[config.mk]
export PLATFORM = sky130hd
export DESIGN_NAME = sha256_nonce_seq_flat
export DESIGN_NICKNAME = d
export VERILOG_FILES = /design/src/rtl/sha256_pkg.sv /design/src/rtl/sha256_nonce_seq_if.sv /design/src/rtl/sha256_tgt_cmp.sv /design/src/rtl/sha256_nonce_seq.sv /design/src/flat_wrapper.sv
export SDC_FILE = /design/constraint.sdc
export NUM_CORES = 2
export LEC_CHECK = 0
export ABC_AREA = 1
export CORE_AREA = 2 2 254 256
export CTS_CLUSTER_DIAMETER = 120
export DETAILED_ROUTE_END_ITERATION = 10
export DIE_AREA = 0 0 256 258
export DONT_BUFFER_PORTS = 1
export PLACE_DENSITY = 0.66
export SLEW_MARGIN = 10
export SYNTH_ARGS = -nofsm -noshare
export SYNTH_HDL_FRONTEND = slang
export SYNTH_SLANG_ARGS = --single-unit
export TNS_END_PERCENT = 30
[constraint.sdc]
create_clock -name CLK -period 2.5 [get_ports CLK]
set_input_delay 0.25 -clock CLK [delete_from_list [all_inputs] [get_ports CLK]]
set_output_delay 0.25 -clock CLK [all_outputs]
set_load 0.02 [all_outputs]
[src/rtl/sha256_pkg.sv]
// Shared definitions for the double-SHA-256 nonce sequencer and its compression core.
// Latency: n/a (types, constants and pure helper functions only).
// Backpressure: n/a.
// Contents: cmd_t (core command codes, shared with the core), H/M bank select codes,
// state_t (sequencer states), drive_t (registered core-side outputs) and helpers that
// map a command state to its drive values and to its successor.
package sha256_pkg;

  typedef enum logic [7:0] {
    CMD_IDLE        = 8'd0,
    CMD_LOAD_H      = 8'd1,
    CMD_HASH        = 8'd2,
    CMD_SUM_STORE_H = 8'd3,
    CMD_SUM_STORE_M = 8'd4
  } cmd_t;

  localparam logic       HSEL_IV     = 1'b0;
  localparam logic       HSEL_MID    = 1'b1;
  localparam logic [1:0] MSEL_STATIC = 2'd0;
  localparam logic [1:0] MSEL_DYN    = 2'd1;
  localparam logic [1:0] MSEL_HASH   = 2'd2;

  typedef enum logic [3:0] {
    IDLE, MID_LOAD, MID_HASH, MID_STORE,
    B2_LOAD, B2_HASH, B2_STORE,
    B3_LOAD, B3_HASH, CHECK, NEXT
  } state_t;

  typedef struct packed {
    cmd_t       cmd;
    logic       h_sel;
    logic [1:0] m_sel;
    logic       h_we;
    logic       m_we;
  } drive_t;

  localparam drive_t DRIVE_IDLE = '{cmd: CMD_IDLE, h_sel: HSEL_IV, m_sel: MSEL_STATIC,
                                    h_we: 1'b0, m_we: 1'b0};

  // Drive values for the ISSUE phase of a state. Selects a state does not care about
  // keep their current value so the banks never toggle needlessly.
  function automatic drive_t issue_drive(state_t s, logic h_cur, logic [1:0] m_cur);
    drive_t d;
    d.cmd   = CMD_IDLE;
    d.h_sel = h_cur;
    d.m_sel = m_cur;
    d.h_we  = 1'b0;
    d.m_we  = 1'b0;
    case (s)
      MID_LOAD:  begin d.cmd = CMD_LOAD_H; d.h_sel = HSEL_IV; d.m_sel = MSEL_STATIC; end
      MID_HASH:  begin d.cmd = CMD_HASH; d.m_sel = MSEL_STATIC; end
      MID_STORE: begin d.cmd = CMD_SUM_STORE_H; d.h_sel = HSEL_MID; d.h_we = 1'b1; end
      B2_LOAD:   begin d.cmd = CMD_LOAD_H; d.h_sel = HSEL_MID; end
      B2_HASH:   begin d.cmd = CMD_HASH; d.m_sel = MSEL_DYN; end
      B2_STORE:  begin
        d.cmd = CMD_SUM_STORE_M; d.h_sel = HSEL_MID; d.m_sel = MSEL_HASH; d.m_we = 1'b1;
      end
      B3_LOAD:   begin d.cmd = CMD_LOAD_H; d.h_sel = HSEL_IV; end
      B3_HASH:   begin d.cmd = CMD_HASH; d.m_sel = MSEL_HASH; end
      default:   ;
    endcase
    return d;
  endfunction

  function automatic state_t next_cmd_state(state_t s);
    case (s)
      MID_LOAD:  return MID_HASH;
      MID_HASH:  return MID_STORE;
      MID_STORE: return B2_LOAD;
      B2_LOAD:   return B2_HASH;
      B2_HASH:   return B2_STORE;
      B2_STORE:  return B3_LOAD;
      B3_LOAD:   return B3_HASH;
      B3_HASH:   return CHECK;
      default:   return IDLE;
    endcase
  endfunction

endpackage

[src/rtl/sha256_nonce_seq_if.sv]
// Sequencer <-> compression core command bus.
// Latency: n/a (wires only).
// Backpressure: core holds RDY high to complete a command and must drop it before the next.
// master (sequencer): drives CMD, H_SEL, M_SEL, H_WE, M_WE, NONCE; samples RDY, RES.
// slave (core): the reverse.
interface sha256_nonce_seq_if #(
  parameter int NONCE_W = 32
);
  import sha256_pkg::*;

  cmd_t               CMD;
  logic               RDY;
  logic [255:0]       RES;
  logic               H_SEL;
  logic [1:0]         M_SEL;
  logic               H_WE;
  logic               M_WE;
  logic [NONCE_W-1:0] NONCE;

  modport master (output CMD, H_SEL, M_SEL, H_WE, M_WE, NONCE, input RDY, RES);
  modport slave  (input CMD, H_SEL, M_SEL, H_WE, M_WE, NONCE, output RDY, RES);

endinterface

[src/rtl/sha256_tgt_cmp.sv]
// Difficulty check: byte-reverse the core's final hash and test it unsigned <= target.
// Latency: combinational.
// Backpressure: none.
// Ports: res (core digest, byte order as produced), target (big-endian numeric), pass.
module sha256_tgt_cmp (
  input  logic [255:0] res,
  input  logic [255:0] target,
  output logic         pass
);

  logic [255:0] res_rev;

  // The digest's first byte is the least significant byte of the numeric hash value.
  always_comb begin
    res_rev = '0;
    for (int i = 0; i < 32; i++) begin
      res_rev[8*i +: 8] = res[8*(31-i) +: 8];
    end
  end

  assign pass = (res_rev <= target);

endmodule

[src/rtl/sha256_nonce_seq.sv]
// Double-SHA-256 job sequencer: issues LOAD_H/HASH/SUM_STORE commands per nonce, reports first pass.
// Latency: all outputs registered; a command appears on the edge after START / after RDY is seen low.
// Backpressure: each command waits for RDY=1, then idles until RDY=0 before the next one.
// Ports: CLK, RST (sync, active-high); START, NONCE_START, NONCE_END, TARGET (job request);
// core (sha256_nonce_seq_if.master); BUSY, DONE, FOUND, FOUND_NONCE (job status).
// Build option: SHA256_MIDSTATE_REUSE_EN computes the first-block midstate once per job.
module sha256_nonce_seq
  import sha256_pkg::*;
#(
  parameter int NONCE_W = 32
) (
  input  logic                CLK,
  input  logic                RST,
  input  logic                START,
  input  logic [NONCE_W-1:0]  NONCE_START,
  input  logic [NONCE_W-1:0]  NONCE_END,
  input  logic [255:0]        TARGET,
  sha256_nonce_seq_if.master  core,
  output logic                BUSY,
  output logic                DONE,
  output logic                FOUND,
  output logic [NONCE_W-1:0]  FOUND_NONCE
);

`ifdef SHA256_MIDSTATE_REUSE_EN
  localparam state_t LOOP_STATE = B2_LOAD;
`else
  localparam state_t LOOP_STATE = MID_LOAD;
`endif

  state_t             state_q, state_d;
  logic               release_q, release_d;   // 0: ISSUE phase, 1: RELEASE phase
  drive_t             drv_q, drv_d;
  logic [NONCE_W-1:0] nonce_q, nonce_d;
  logic [NONCE_W-1:0] nonce_end_q, nonce_end_d;
  logic [255:0]       target_q, target_d;
  logic [255:0]       res_q, res_d;
  logic               busy_q, busy_d;
  logic               done_q, done_d;
  logic               found_q, found_d;
  logic [NONCE_W-1:0] found_nonce_q, found_nonce_d;
  logic               pass;

  sha256_tgt_cmp u_tgt_cmp (
    .res    (res_q),
    .target (target_q),
    .pass   (pass)
  );

  always_ff @(posedge CLK) begin
    if (RST) begin
      state_q       <= IDLE;
      release_q     <= 1'b0;
      drv_q         <= DRIVE_IDLE;
      nonce_q       <= '0;
      nonce_end_q   <= '0;
      target_q      <= '0;
      res_q         <= '0;
      busy_q        <= 1'b0;
      done_q        <= 1'b0;
      found_q       <= 1'b0;
      found_nonce_q <= '0;
    end else begin
      state_q       <= state_d;
      release_q     <= release_d;
      drv_q         <= drv_d;
      nonce_q       <= nonce_d;
      nonce_end_q   <= nonce_end_d;
      target_q      <= target_d;
      res_q         <= res_d;
      busy_q        <= busy_d;
      done_q        <= done_d;
      found_q       <= found_d;
      found_nonce_q <= found_nonce_d;
    end
  end

  always_comb begin
    state_d       = state_q;
    release_d     = release_q;
    drv_d         = drv_q;
    nonce_d       = nonce_q;
    nonce_end_d   = nonce_end_q;
    target_d      = target_q;
    res_d         = res_q;
    busy_d        = busy_q;
    done_d        = 1'b0;
    found_d       = found_q;
    found_nonce_d = found_nonce_q;

    case (state_q)
      IDLE: begin
        if (START) begin
          nonce_d       = NONCE_START;
          nonce_end_d   = NONCE_END;
          target_d      = TARGET;
          found_d       = 1'b0;
          found_nonce_d = '0;
          busy_d        = 1'b1;
          state_d       = MID_LOAD;
          release_d     = 1'b0;
          drv_d         = issue_drive(MID_LOAD, drv_q.h_sel, drv_q.m_sel);
        end
      end

      CHECK: begin
        if (pass) begin
          found_d       = 1'b1;
          found_nonce_d = nonce_q;
          busy_d        = 1'b0;
          done_d        = 1'b1;
          state_d       = IDLE;
        end else begin
          state_d = NEXT;
        end
      end

      NEXT: begin
        if (nonce_q == nonce_end_q) begin
          busy_d  = 1'b0;
          done_d  = 1'b1;
          state_d = IDLE;
        end else begin
          // Natural wrap of the NONCE_W-bit add lets a range run through all-ones to zero.
          nonce_d   = nonce_q + NONCE_W'(1);
          state_d   = LOOP_STATE;
          release_d = 1'b0;
          drv_d     = issue_drive(LOOP_STATE, drv_q.h_sel, drv_q.m_sel);
        end
      end

      default: begin
        // Command states: ISSUE holds the command until RDY, RELEASE idles until RDY drops.
        if (!release_q) begin
          if (core.RDY) begin
            release_d  = 1'b1;
            drv_d.cmd  = CMD_IDLE;
            drv_d.h_we = 1'b0;
            drv_d.m_we = 1'b0;
            if (state_q == B3_HASH) begin
              res_d = core.RES;
            end
          end
        end else if (!core.RDY) begin
          state_d   = next_cmd_state(state_q);
          release_d = 1'b0;
          drv_d     = issue_drive(next_cmd_state(state_q), drv_q.h_sel, drv_q.m_sel);
        end
      end
    endcase
  end

  assign core.CMD   = drv_q.cmd;
  assign core.H_SEL = drv_q.h_sel;
  assign core.M_SEL = drv_q.m_sel;
  assign core.H_WE  = drv_q.h_we;
  assign core.M_WE  = drv_q.m_we;
  assign core.NONCE = nonce_q;

  assign BUSY        = busy_q;
  assign DONE        = done_q;
  assign FOUND       = found_q;
  assign FOUND_NONCE = found_nonce_q;

endmodule
[src/flat_wrapper.sv]
// flat-port wrapper written by rule: the top's interface ports become plain ports
module sha256_nonce_seq_flat import sha256_pkg::*;
#(
  parameter int NONCE_W = 32
)
  (CLK, RST, START, NONCE_START, NONCE_END, TARGET, BUSY, DONE, FOUND, FOUND_NONCE, core_CMD, core_H_SEL, core_M_SEL, core_H_WE, core_M_WE, core_NONCE, core_RDY, core_RES);
  sha256_nonce_seq_if #(.NONCE_W(NONCE_W)) core_i ();
  input  logic CLK;
  input  logic RST;
  input  logic START;
  input  logic [NONCE_W-1:0] NONCE_START;
  input  logic [NONCE_W-1:0] NONCE_END;
  input  logic [255:0] TARGET;
  output logic BUSY;
  output logic DONE;
  output logic FOUND;
  output logic [NONCE_W-1:0] FOUND_NONCE;
  output wire logic [$bits(core_i.CMD)-1:0] core_CMD;
  output wire logic [$bits(core_i.H_SEL)-1:0] core_H_SEL;
  output wire logic [$bits(core_i.M_SEL)-1:0] core_M_SEL;
  output wire logic [$bits(core_i.H_WE)-1:0] core_H_WE;
  output wire logic [$bits(core_i.M_WE)-1:0] core_M_WE;
  output wire logic [$bits(core_i.NONCE)-1:0] core_NONCE;
  input wire logic [$bits(core_i.RDY)-1:0] core_RDY;
  input wire logic [$bits(core_i.RES)-1:0] core_RES;
  assign core_CMD = core_i.CMD;
  assign core_H_SEL = core_i.H_SEL;
  assign core_M_SEL = core_i.M_SEL;
  assign core_H_WE = core_i.H_WE;
  assign core_M_WE = core_i.M_WE;
  assign core_NONCE = core_i.NONCE;
  assign core_i.RDY = core_RDY;
  assign core_i.RES = core_RES;
  sha256_nonce_seq #(.NONCE_W(NONCE_W)) u_core (.CLK(CLK), .RST(RST), .START(START), .NONCE_START(NONCE_START), .NONCE_END(NONCE_END), .TARGET(TARGET), .core(core_i), .BUSY(BUSY), .DONE(DONE), .FOUND(FOUND), .FOUND_NONCE(FOUND_NONCE));
endmodule
==> run metrics <==
Tcrit/Tclk final 117%; Final Max Tran Viols 0; largest area contributor in the netlist dfxtp_1; setup slack after layout -0.433 ns; number of port buffers 0; Avg Inst Size Synth 7.62 µm²; detailed placement HPWL 63000 µm; Setup Crit Path Kind flop to flop; Initial Util 46.5%; first-pass GRT wire length 156000 µm; Max Freq 0.341 GHz; Multi-input gate area 14200 µm²; Core Region 63600 µm²; DRC Markers 0; Worst Hold Class primary input to flop; non-filler cells, final 5640; fillers 4699; CP Capture Type flop; CTS H-tree lvls 3; # setup viols final 41; async set-reset flop share out of synthesis 0%; vias in the first global route 30500; net count reported at finish 5539; setup TNS -15.48 ns; share of cells above drive strength 1 13.3%; Reg clk slew, reported paths 0.07 ns; Die Ht 258 µm; YS warnings 0; relative slew slack 55.6%; commonest non-fill, non-tap cell in the layout a21oi_1; I/O pin cnt 660; dpl cell area 32700 µm²; final hold violations 59; initial antenna violation count 35; WP data required 3.06 ns; Cells after Synth 3882; Remaining Overflow, GRT 0; First-pass DRT Iterations 7; FF+latch area 12600 µm²; top cells by area, synth dfxtp_1, a21oi_1, ha_1; Via density 5.39; total placed cells including tap cells 4880; Total Routed Length 102000 µm; Yosys cell types 52; root buf cell clkbuf_16; Die ar. 66000 µm²; TritonCTS clock tree done; Die Width 256 µm; row cnt 93; 1st-iter DRT viols 2841; number of flops mapped to enable cells by yosys 0; Num CTS Buffers 72; Leakage Power 0.0174 µW; measured slew at the worst slew-check pin 0.660 ns; clock latency on the worst-skew pair 0.62 ns; largest net degree at the start of global routing 110; Final GP Congestion 0.909; min cycle time layout 2.93 ns; post-synth top area share 42.5%; #FFs+latches synth 628; drt wl/cell 18.2 µm; Post-DRT Antenna Nets 0; mapped cell area 29600 µm²; area grow syn2layout 41.2%; Total GRT Usage 28.9%; failing checks negative hold slack, negative setup slack; CP max FO 3; Fin Hold WS -0.288 ns; Worst EP arrival 3.49 ns; RSZ-0062 raised after global routing yes; maximum vdd ir drop 715 µV; register area share after synthesis 42.5%; max-cap violations 0; Clock Sinks 628; clk buf depth 3; design area 41800 µm²; clk_skew 0.0414 ns; commonest non-fill, non-tap cells in the layout a21oi_1, inv_1, dfxtp_1; Critical Path Start Type flop; PwrDens 1080 nW/µm²; status finished, violations left; Synth Flop Type dfxtp_1; total number of vias 30400; post-layout util 65.7%
==> cells in the mapped netlist, types with 2 or more instances <==
master	count
nor3_1	23
o21ai_1	12
inv_1	631
nor2_1	117
inv_2	8
nor4_2	2
ha_1	261
buf_6	3
nor4_1	7
clkbuf_1	192
nand3_1	43
nand2_2	12
nand2_1	424
xnor2_1	3
nand3b_1	2
o21a_1	12
xor2_1	22
o21bai_1	4
o21ai_0	604
a31oi_1	12
a21oi_1	731
a21o_1	4
o211ai_1	8
a21oi_2	12
or2_2	6
dfxtp_1	628
nor2_2	5
nor3_2	7
nor2_4	4
buf_4	8
buf_2	7
buf_1	6
nand4_1	43
==> layer usage <==
layer | part of all wire (%) | vias to the layer above | global-route usage (%)
li1 | - | 14500 | -
met1 | 39 | 14000 | 33.1
met2 | 48 | 1475 | 49.9
met3 | 6.9 | 459 | 6.01
met4 | 5.7 | 6 | 17.3
met5 | 0.037 | - | 0
==> sequential cells by signal (all words and copies together) (netlist names), named ones only <==
signal	count
u_core.core.NONCE	32
u_core.nonce_end_q	32
u_core.core.H_WE	1
u_core.target_q	256
u_core.res_q	256
u_core.release_q	1
u_core.core.H_SEL	1
u_core.BUSY	1
u_core.core.M_SEL	2
u_core.core.CMD	3
u_core.FOUND_NONCE	32
u_core.DONE	1
u_core.FOUND	1
u_core.state_q	4
u_core.core.M_WE	1
==> what timing repair did <==
action	4_1_cts	5_1_grt
gates cloned	0	0
endpoints found under the setup margin	41	83
hold buffers	583	1
setup buffers	8	7
endpoints found under the hold margin	614	61
resized for setup	39	70
pin swaps	26	27
==> power by group <==
part           internal [µW]  switching, µW
Combinational           8300          11500
Sequential             12700           1300
Clock                   6870           4460
Total                  27800          17200
==> area by class of cell <==
cell class                      count  share of cell area (%)
Timing Repair Buffer              955                    21.3
Tap cell                          855                    2.56
Multi-Input combinational cell   2400                    34.0
Clock inverter                     27                    1.03
Antenna cell                       32                   0.192
Clock buffer                      102                    5.06
Inverter                          641                    5.79
Sequential cell                   628                    30.1
==> per-stage QoR <==
step | worst slack [ns] | power, µW
3_5_place_dp | -0.590 | 31000
6_report | -0.433 | 45100
4_1_cts | -0.398 | 43500
5_1_grt | -0.651 | 47800
3_3_place_gp | -0.555 | 30600
2_1_floorplan | 0.00764 | 24500
==> worst paths after layout <==
kind	from	to	slack, ns	depth (start not counted)
max reg2reg	u_core.res_q[128]	flop	-0.43	19
min reg2reg	u_core.res_q[56]	u_core.res_q[56]	0.45	2
min	RST	u_core.state_q[1]	-0.29	1
max	u_core.res_q[128]	flop	-0.43	19
==> logic make-up (layout without fill, tap and decap cells) <==
| group | Yosys count | after routing | synth area share [%] |
|---|---|---|---|
| compound gates | 1403 | 1403 | 24.2 |
| buf+inv | 858 | 1725 | 11.1 |
| flops | 628 | 628 | 42.5 |
| simple gates | 706 | 706 | 10.4 |
| fa+ha+maj | 261 | 261 | 11.0 |
| other cells | 1 | 37 | 0.0127 |
| xor+xnor | 25 | 25 | 0.740 |
==> worst max-delay path: stages (launching register included) <==
cell and delay, ns:
dfxtp_1 0.37, ha_4 0.28, nand4_1 0.17, nor3_4 0.28, nand3_2 0.14, nor2_4 0.17, buf_4 0.12, a21oi_1 0.05
buf_4 0.14, nand2_4 0.08, nand2_2 0.06, nand2_2 0.07, nand2_2 0.07, nand2_4 0.10, nand3_4 0.08, a21oi_4 0.17
buf_4 0.16, ha_2 0.19, nand4_1 0.09, nand2_1 0.08
(Power assumes the default switching activity.)
